File: src/rtl/add_sub_pkg.sv
// Shared definitions for the serial adder/subtractor family: FSM encoding and
// sizing helpers derived from WIDTH and CHUNK.
package add_sub_pkg;

    typedef enum logic {
        ST_IDLE = 1'b0,
        ST_RUN  = 1'b1
    } state_e;

    function automatic int unsigned nchunk(input int unsigned width, input int unsigned chunk);
        return width / chunk;
    endfunction

    // Counter width for n chunks; never narrower than one bit.
    function automatic int unsigned cnt_width(input int unsigned n);
        return (n <= 2) ? 1 : $clog2(n);
    endfunction

endpackage

File: src/rtl/add_chunk.sv
// Combinational CHUNK-bit ripple adder. Also exposes the carry into the top bit
// so callers can derive signed overflow.
module add_chunk #(
    parameter int unsigned CHUNK = 1
) (
    input  logic [CHUNK-1:0] x,
    input  logic [CHUNK-1:0] y,
    input  logic             cin,
    output logic [CHUNK-1:0] s,
    output logic             cout,
    output logic             c_msb_in
);

    logic [CHUNK:0] c;

    always_comb begin
        s    = '0;
        c    = '0;
        c[0] = cin;
        for (int i = 0; i < CHUNK; i++) begin
            s[i]   = x[i] ^ y[i] ^ c[i];
            c[i+1] = (x[i] & y[i]) | (c[i] & (x[i] ^ y[i]));
        end
    end

    assign cout     = c[CHUNK];
    assign c_msb_in = c[CHUNK-1];

endmodule

File: src/rtl/serial_add_sub.sv
// Multi-cycle two's-complement adder/subtractor: CHUNK bits per clock with a
// start/busy/done handshake, reporting carry (no-borrow on sub) and signed overflow.
module serial_add_sub
    import add_sub_pkg::*;
#(
    parameter int unsigned WIDTH = 8,
    parameter int unsigned CHUNK = 1
) (
    input  logic             clk,
    input  logic             rst,
    input  logic             start,
    input  logic [WIDTH-1:0] a,
    input  logic [WIDTH-1:0] b,
    input  logic             sub,
    output logic             busy,
    output logic             done,
    output logic [WIDTH-1:0] result,
    output logic             cout,
    output logic             ovf
);

    localparam int unsigned NCHUNK = nchunk(WIDTH, CHUNK);
    localparam int unsigned CW     = cnt_width(NCHUNK);

    if (WIDTH < 2 || (WIDTH % CHUNK) != 0) begin : g_bad_param
        $error("serial_add_sub: WIDTH must be >= 2 and a multiple of CHUNK");
    end

    state_e           state_q;
    logic [WIDTH-1:0] a_q;
    logic [WIDTH-1:0] b_q;
    logic [WIDTH-1:0] acc_q;
    logic             sub_q;
    logic             carry_q;
    logic [CW-1:0]    cnt_q;

    logic [CHUNK-1:0] sum_chunk;
    logic             c_out;
    logic             c_msb;
    logic [WIDTH-1:0] acc_next;

    add_chunk #(
        .CHUNK(CHUNK)
    ) u_add_chunk (
        .x       (a_q[CHUNK-1:0]),
        .y       (b_q[CHUNK-1:0] ^ {CHUNK{sub_q}}),
        .cin     (carry_q),
        .s       (sum_chunk),
        .cout    (c_out),
        .c_msb_in(c_msb)
    );

    // Sum chunks enter at the top so the first (least significant) chunk ends at bit 0.
    assign acc_next = (WIDTH'(sum_chunk) << (WIDTH - CHUNK)) | (acc_q >> CHUNK);

    always_ff @(posedge clk or posedge rst) begin
        if (rst) begin
            state_q <= ST_IDLE;
            a_q     <= '0;
            b_q     <= '0;
            acc_q   <= '0;
            sub_q   <= 1'b0;
            carry_q <= 1'b0;
            cnt_q   <= '0;
            busy    <= 1'b0;
            done    <= 1'b0;
            result  <= '0;
            cout    <= 1'b0;
            ovf     <= 1'b0;
        end else begin
            done <= 1'b0;
            case (state_q)
                ST_IDLE: begin
                    if (start) begin
                        a_q     <= a;
                        b_q     <= b;
                        sub_q   <= sub;
                        carry_q <= sub;
                        acc_q   <= '0;
                        cnt_q   <= '0;
                        busy    <= 1'b1;
                        state_q <= ST_RUN;
                    end
                end
                ST_RUN: begin
                    a_q     <= a_q >> CHUNK;
                    b_q     <= b_q >> CHUNK;
                    acc_q   <= acc_next;
                    carry_q <= c_out;
                    cnt_q   <= cnt_q + 1'b1;
                    if (cnt_q == CW'(NCHUNK - 1)) begin
                        result  <= acc_next;
                        cout    <= c_out;
                        ovf     <= c_msb ^ c_out;
                        done    <= 1'b1;
                        busy    <= 1'b0;
                        state_q <= ST_IDLE;
                    end
                end
                default: state_q <= ST_IDLE;
            endcase
        end
    end

endmodule
File: config.mk
export PLATFORM = sky130hd
export DESIGN_NAME = serial_add_sub
export DESIGN_NICKNAME = d
export VERILOG_FILES = /design/src/rtl/add_sub_pkg.sv /design/src/rtl/add_chunk.sv /design/src/rtl/serial_add_sub.sv
export SDC_FILE = /design/constraint.sdc
export NUM_CORES = 1
export LEC_CHECK = 0
export CORE_MARGIN = 2
export CORE_UTILIZATION = 47
export DETAILED_ROUTE_END_ITERATION = 16
export PLACE_DENSITY = 0.7
export SLEW_MARGIN = 30
export SYNTH_ARGS = -nofsm -noshare
export SYNTH_HDL_FRONTEND = slang
export SYNTH_SLANG_ARGS = --single-unit
File: constraint.sdc
create_clock -name clk -period 2.9 [get_ports clk]
set_input_delay 0.435 -clock clk [delete_from_list [all_inputs] [get_ports clk]]
set_output_delay 0.435 -clock clk [all_outputs]
set_load 0.03 [all_outputs]
==> results of run 1 <==
-- path summary, 6_finish.rpt --
path	from	slack, ps	cells after the start	to
hold / removal	a_q[6]	490	2	a_q[5]
min in group asynchronous	rst	570	3	a_q[3]
hold reg to reg	a_q[6]	490	2	a_q[5]
setup reg to reg	cnt_q[0]	1290	4	result[6]
max in group asynchronous	rst	1970	3	a_q[6]
setup / recovery	busy	1130	1	busy
-- kinds of logic after synthesis --
logic type	after synthesis	synth area share
xor gates and xnor gates	2	0.00967
DFF	41	0.566
muxes	31	0.192
buffers and inverters	16	0.0518
adders and majority gates	3	0.0249
AOI/OAI and AO/OA	24	0.0711
and+or+nand+nor	34	0.0843
-- synthesized netlist by cell type, drive strengths merged --
| cell | number |
|---|---|
| nand2 | 21 |
| buf | 9 |
| dfrtp | 41 |
| mux2i | 22 |
| o21ai | 20 |
| a22o | 2 |
| o22ai | 1 |
| nor2b | 1 |
| inv | 7 |
| ha | 2 |
| nand2b | 8 |
| mux2 | 9 |
| xnor2 | 2 |
| nor2 | 4 |
| fa | 1 |
| a21oi | 1 |
-- flip-flops by register name, summed over array words and instances (netlist names), 3 cells and up --
signal and count:
a_q 8, acc_q 7, b_q 8, cnt_q 3
result 8
-- layout make-up --
type / count / share of cell area
Inverter: 7 / 0.0118
Tap cell: 48 / 0.0270
Sequential cell: 41 / 0.461
Clock buffer: 7 / 0.0388
Multi-Input combinational cell: 94 / 0.311
Timing Repair Buffer: 34 / 0.150
-- metal layers --
metal,track usage,share of wire,vias to the layer above
met5,0,0,-
met4,0.0689,0.015,0
met3,0.0562,0.042,5
met2,0.241,0.46,18
met1,0.218,0.48,551
li1,-,-,564
-- per-stage QoR --
stage	setup slack (ps)	hold WS, ps	instance area (sq um)
floorplan	1470	449	1810
global placement	883	459	2140
detailed placement	850	467	2140
CTS	1120	490	2220
global route	1040	505	2220
finish	1130	487	2220
-- power by group --
group	leakage [nW]	switching, W	total, W	internal [W]
Sequential	0.523	0.000168	0.000982	0.000814
Combinational	0.502	0.000465	0.000922	0.000457
Clock	0.0443	0.000181	0.000370	0.000189
-- layout by cell type (no fill, tap or decap), drive strengths merged --
cell type,n
fa,1
ha,2
clkbuf,7
o22ai,1
o21ai,20
a22o,2
dfrtp,41
mux2,9
xnor2,2
nand2,21
nor2,4
nand2b,8
mux2i,22
nor2b,1
a21oi,1
inv,7
buf,3
clkdlybuf4s50,31
==> qor.log, run 1 <==
[timing] setup repair after global routing missed its margin false
[power_and_ir_drop] leakage dissipation 1.07 nW
[grt] combined global-route utilization of all metal layers 0.163
[cts] clock tree from TritonCTS yes
[power_and_ir_drop] power density over the cells 1020 nW/um^2
[grt] total overflow reported by the global router 0
[placement] # placed instances 224
[timing] maximum clock frequency 564 MHz
[cts] Post-CTS Resized 0
[setup_path] total buffers and inverters traversed by the critical path 1
[grt] global-route wire length before repair 5.22 mm
[placement] GP Congestion 0.744
[finish] Seq. cell area 1030 sq um
[setup_path] startpoint-to-endpoint class of the critical path reg2out
[cts] Hold Buf Count CTS 0
[timing] final clock period utilization by the worst path 0.612
[grt] antenna violations before repair 0
[synth] post-synthesis instance total 151
[finish] ANT cells 0
[floorplan] Floorplan Core Area 3690 sq um
[cts] Bufs on Longest Clock Path 2
[floorplan] starting density of the core 0.491
[routing] number of DRC markers after the initial detailed-route iteration 39
[routing] final wirelength 3.08 mm
[cts] number of buffers created by CTS 5
[timing] Final Slew Violations 0
[synth] count of cell types in the netlist 21
[grt] pin count of the biggest net entering global routing 42
[setup_path] endpoint class of the critical path output port
[finish] multi-input logic area 692 sq um
[timing] final setup skew 5.71 ps
[floorplan] Top Ports 32
[setup_path] required time at the endpoint of the critical path 2470 ps
[setup_path] Worst Setup Start Kind flip-flop
[cts] post-CTS setup repair buffer count 0
[floorplan] vertical die dimension 66.1 um
[synth] post-synth top area cell dfrtp_1
[cts] root cell of the clock tree clkbuf_8
[synth] proportion of synthesized chip area in sequential cells 0.566
[power_and_ir_drop] worst IR drop on VDD 0.497 mV
[synth] syn nets 174
[timing] final sum of negative setup slack 0 ps
[flow_run] maxcap violations 0
[synth] largest cells by area after synthesis dfrtp_1 (57%), mux2i_1 (12%), mux2_4 (5.8%)
[routing] detail-routed via count per cell 4.93
[timing] post-route minimum period 1770 ps
[placement] number of buffers added on ports 31
[floorplan] total die area 4370 sq um
[synth] top-area cell type share of the netlist area 0.566
[finish] number of non-filler instances in the completed layout 231
[finish] Layout Area Growth over Synthesis 22.7%
[routing] count of unresolved DRC violations after routing 0
[finish] Final #Nets 206
[run_status] result of the run finished, final reports clean
[placement] half-perimeter wire length of the detailed placement result 2.11 mm
[setup_path] top cell family by delay on the critical path buffers and inverters
[routing] total number of vias 1138
[hold_path] classification of the worst-slack hold path reg2reg
[setup_path] peak fanout along the critical path 3
[floorplan] overall die width 66.1 um
[routing] number of nets still failing antenna checks after routing 0
[finish] layout cells sized above 1 0.0984
[power_and_ir_drop] Power, Total 0.00227 W
[timing] relative slew slack 0.618
[finish] count of fill cells added during filler insertion 312
[finish] share of the core filled with cells 0.603
[synth] Syn Area/Cell 12.0 sq um
[cts] Num Clock Sinks 41
[timing] final setup violation count 0
[routing] routed wire length per instance 13.3 um
[cts] clock transition at the registers of the reported paths 70 ps
[routing] Detailed Routing Iterations Pass 1 4
[setup_path] arrival time reported for the critical path endpoint 1340 ps
[synth] flip-flop and latch count after synthesis 41
[cts] maximum level of the CTS H-tree 2
[setup_path] chain of cells forming the critical path clkdlybuf4s50_1
[timing] final hold viol count 0
[floorplan] Core Rows 22
[synth] Mapped Area 1810 sq um
[cts] Clock Latency Late Sink 290 ps
[setup_path] delay of the slowest cell on the worst path 680 ps
[synth] number of warning messages in the yosys log 0
[setup_path] Max stage delay cell, worst path clkdlybuf4s50_1
[timing] worst slew pin tran 573 ps
[grt] number of global-route vias before repair 1137
No activity file was read; power rests on OpenSTA's default activity.
==> inputs of run 2 (changes only) <==
--- a/config.mk
+++ b/config.mk
@@ -6,9 +6,9 @@
 export NUM_CORES = 1
 export LEC_CHECK = 0
 export CORE_MARGIN = 2
-export CORE_UTILIZATION = 47
+export CORE_UTILIZATION = 46
 export DETAILED_ROUTE_END_ITERATION = 16
-export PLACE_DENSITY = 0.7
+export PLACE_DENSITY = 0.72
 export SLEW_MARGIN = 30
 export SYNTH_ARGS = -nofsm -noshare
 export SYNTH_HDL_FRONTEND = slang
==> constraint.sdc (replaced) <==
create_clock -name clk -period 1.6 [get_ports clk]
set_input_delay 0.24 -clock clk [delete_from_list [all_inputs] [get_ports clk]]
set_output_delay 0.24 -clock clk [all_outputs]
set_load 0.03 [all_outputs]
==> run 2 against run 1 <==
Against the previous run:
- critical path depth unchanged
- via count up 3.7%
- combinational power up 84%
- sequential cell count unchanged
- final area up 1.8%
- sequential power up 78%
- highest routed layer unchanged
==> qor.log, run 2 (synthesized netlist as in run 1, its figures left out) <==
[routing] met1 WL 1.37 mm [-6.8%]
[grt] antenna violations before repair 0 [unchanged]
[power_and_ir_drop] worst IR drop on VDD 0.846 mV [+70%]
[hold_path] classification of the worst-slack hold path in2async
[setup_path] startpoint-to-endpoint class of the critical path reg2out
[routing] routed wire length per instance 13.5 um [+1.1%]
[setup_path] endpoint class of the critical path output port
[routing] number of DRC markers after the initial detailed-route iteration 33 [-15%]
[timing] final hold viol count 0 [unchanged]
[finish] ANT cells 0 [unchanged]
[timing] final setup skew 13.6 ps [+7.93 ps]
[routing] detail-routed via count per cell 5.06 [+2.8%]
[cts] Num Clock Sinks 41 [unchanged]
[setup_path] Worst Setup Start Kind flip-flop
[finish] commonest cells after routing, fill and taps aside dfrtp_1 (41), clkdlybuf4s50_1 (27), mux2i_1 (22)
[finish] number of non-filler instances in the completed layout 233 [+0.87%]
[cts] root cell of the clock tree clkbuf_8
[finish] layout cells sized above 1 0.108 [+0.00975]
[setup_path] Max stage delay cell, worst path clkdlybuf4s50_1
[run_status] result of the run finished, final reports clean
[floorplan] Core Rows 22 [unchanged]
[grt] number of global-route vias before repair 1223 [+7.6%]
[floorplan] vertical die dimension 66.8 um [+1.0%]
[floorplan] Floorplan Core Area 3720 sq um [+0.75%]
[grt] global-route wire length before repair 5.44 mm [+4.1%]
[setup_path] top cell family by delay on the critical path buffers and inverters
[timing] final sum of negative setup slack 0 ps [unchanged]
[setup_path] delay of the slowest cell on the worst path 670 ps [about the same]
[setup_path] arrival time reported for the critical path endpoint 1330 ps [about the same]
[grt] pin count of the biggest net entering global routing 42 [unchanged]
[setup_path] chain of cells forming the critical path clkdlybuf4s50_1
[routing] amount of wire on met3 after detailed routing 127 um [-1.6%]
[routing] number of nets still failing antenna checks after routing 0 [unchanged]
[setup_path] required time at the endpoint of the critical path 1360 ps [-1110 ps]
[timing] post-route minimum period 1570 ps
[routing] Detailed Routing Iterations Pass 1 4 [unchanged]
[placement] GP Congestion 0.753 [+1.2%]
[power_and_ir_drop] power density over the cells 1810 nW/um^2 [+77%]
[routing] sum of met2 wire segment lengths after detailed routing 1.56 mm [+9.6%]
[timing] maximum clock frequency 638 MHz
[cts] post-CTS setup repair buffer count 0 [unchanged]
[finish] Layout Area Growth over Synthesis 24.9%
[cts] Clock Latency Late Sink 300 ps [about the same]
[finish] count of fill cells added during filler insertion 310 [-0.64%]
[setup_path] total buffers and inverters traversed by the critical path 1 [unchanged]
[finish] biggest registers after layout a_q: 8 flops, b_q: 8 flops, result: 8 flops
[placement] # placed instances 225 [+0.45%]
[timing] final setup violation count 0 [unchanged]
[floorplan] starting density of the core 0.488 [-0.00364]
[cts] number of buffers created by CTS 5 [unchanged]
[floorplan] Top Ports 32 [unchanged]
[placement] number of buffers added on ports 31 [unchanged]
[timing] worst slew pin tran 315 ps [-258 ps]
[flow_run] maxcap violations 0 [unchanged]
[timing] Hold WS 299 ps [-188 ps]
[grt] total overflow reported by the global router 0 [unchanged]
[routing] final wirelength 3.14 mm [+2.0%]
[routing] uppermost layer routed met4
[cts] Bufs on Longest Clock Path 2 [unchanged]
[cts] maximum level of the CTS H-tree 2 [unchanged]
[finish] post-route cell area 2260 sq um [+1.8%]
[cts] clock tree from TritonCTS yes
[floorplan] overall die width 66.8 um [+1.0%]
[placement] post-detailed-placement cell area 2170 sq um [+1.5%]
[cts] Hold Buf Count CTS 0 [unchanged]
[finish] most common library cell in the layout ignoring fill and taps dfrtp_1
[placement] half-perimeter wire length of the detailed placement result 2.20 mm [+4.4%]
[timing] relative slew slack 0.789 [+0.172]
[setup_path] peak fanout along the critical path 2 [-1]
[routing] total number of vias 1180 [+3.7%]
[cts] clock transition at the registers of the reported paths 80 ps [about the same]
[timing] Final Slew Violations 0 [unchanged]
[timing] setup repair after global routing missed its margin false
[timing] final clock period utilization by the worst path 0.980
[power_and_ir_drop] leakage dissipation 1.13 nW [+5.3%]
[routing] count of unresolved DRC violations after routing 0 [unchanged]
[floorplan] total die area 4460 sq um [+2.0%]
[grt] combined global-route utilization of all metal layers 0.166 [+0.00347]
[finish] Final #Nets 207 [+0.49%]
[power_and_ir_drop] Power, Total 0.00409 W [+80%]
==> run 2: what timing repair did <==
item / 4_1_cts / 5_1_grt
pin swaps: 0 / 0
resized for setup: 2 / 3
gates cloned: 0 / 0
endpoints found under the setup margin: 2 / 3
hold endpoints to repair: 0 / 0
==> run 2: per-stage QoR <==
stage	setup slack, ps	utilization
6_report	32.5	0.609
5_1_grt	1.06	0.609
4_1_cts	15.9	0.607
3_5_place_dp	-0.715	0.584
3_3_place_gp	45.9	0.584
2_1_floorplan	174	-
==> run 2: worst paths after layout <==
| check | start | to | slack [ps] | cells after the start |
|---|---|---|---|---|
| setup / recovery | ovf | ovf | 30 | 1 |
| hold / removal | rst | result[3] | 300 | 3 |
| setup reg to reg | cnt_q[0] | result[6] | 90 | 4 |
| hold reg to reg | b_q[6] | b_q[5] | 480 | 2 |
| max in group asynchronous | rst | cnt_q[1] | 1090 | 3 |
| min in group clk | b_q[6] | b_q[5] | 480 | 2 |
==> run 2: area by class of cell <==
cell class,instances,area [sq um],area share
Inverter,7,26.3,0.0116
Timing Repair Buffer,35,372,0.164
Sequential cell,41,1030,0.453
Multi-Input combinational cell,94,697,0.308
Tap cell,48,60.1,0.0265
Clock buffer,6,72.6,0.0321
Clock inverter,2,10.0,0.00442
==> run 2: report_power, final <==
group | leakage [nW] | internal, W | switching, W
registers | 0.523 | 0.00148 | 0.000275
logic | 0.558 | 0.000828 | 0.000873
clock network | 0.0450 | 0.000302 | 0.000339
==> run 2: per-layer routing <==
metal / GRT usage / up-vias
met1: 0.200 / 582
li1: - / 568
met5: 0 / -
met2: 0.278 / 23
met3: 0.0389 / 7
met4: 0.0842 / 0
==> inputs of run 3 (changes only) <==
--- a/config.mk
+++ b/config.mk
@@ -5,6 +5,7 @@
 export SDC_FILE = /design/constraint.sdc
 export NUM_CORES = 1
 export LEC_CHECK = 0
+export ABC_CLOCK_PERIOD_IN_PS = 1600
 export CORE_MARGIN = 2
 export CORE_UTILIZATION = 46
 export DETAILED_ROUTE_END_ITERATION = 16
==> results of run 3 <==
Same layout as run 2: the final DEF is identical, and so are final timing and power.
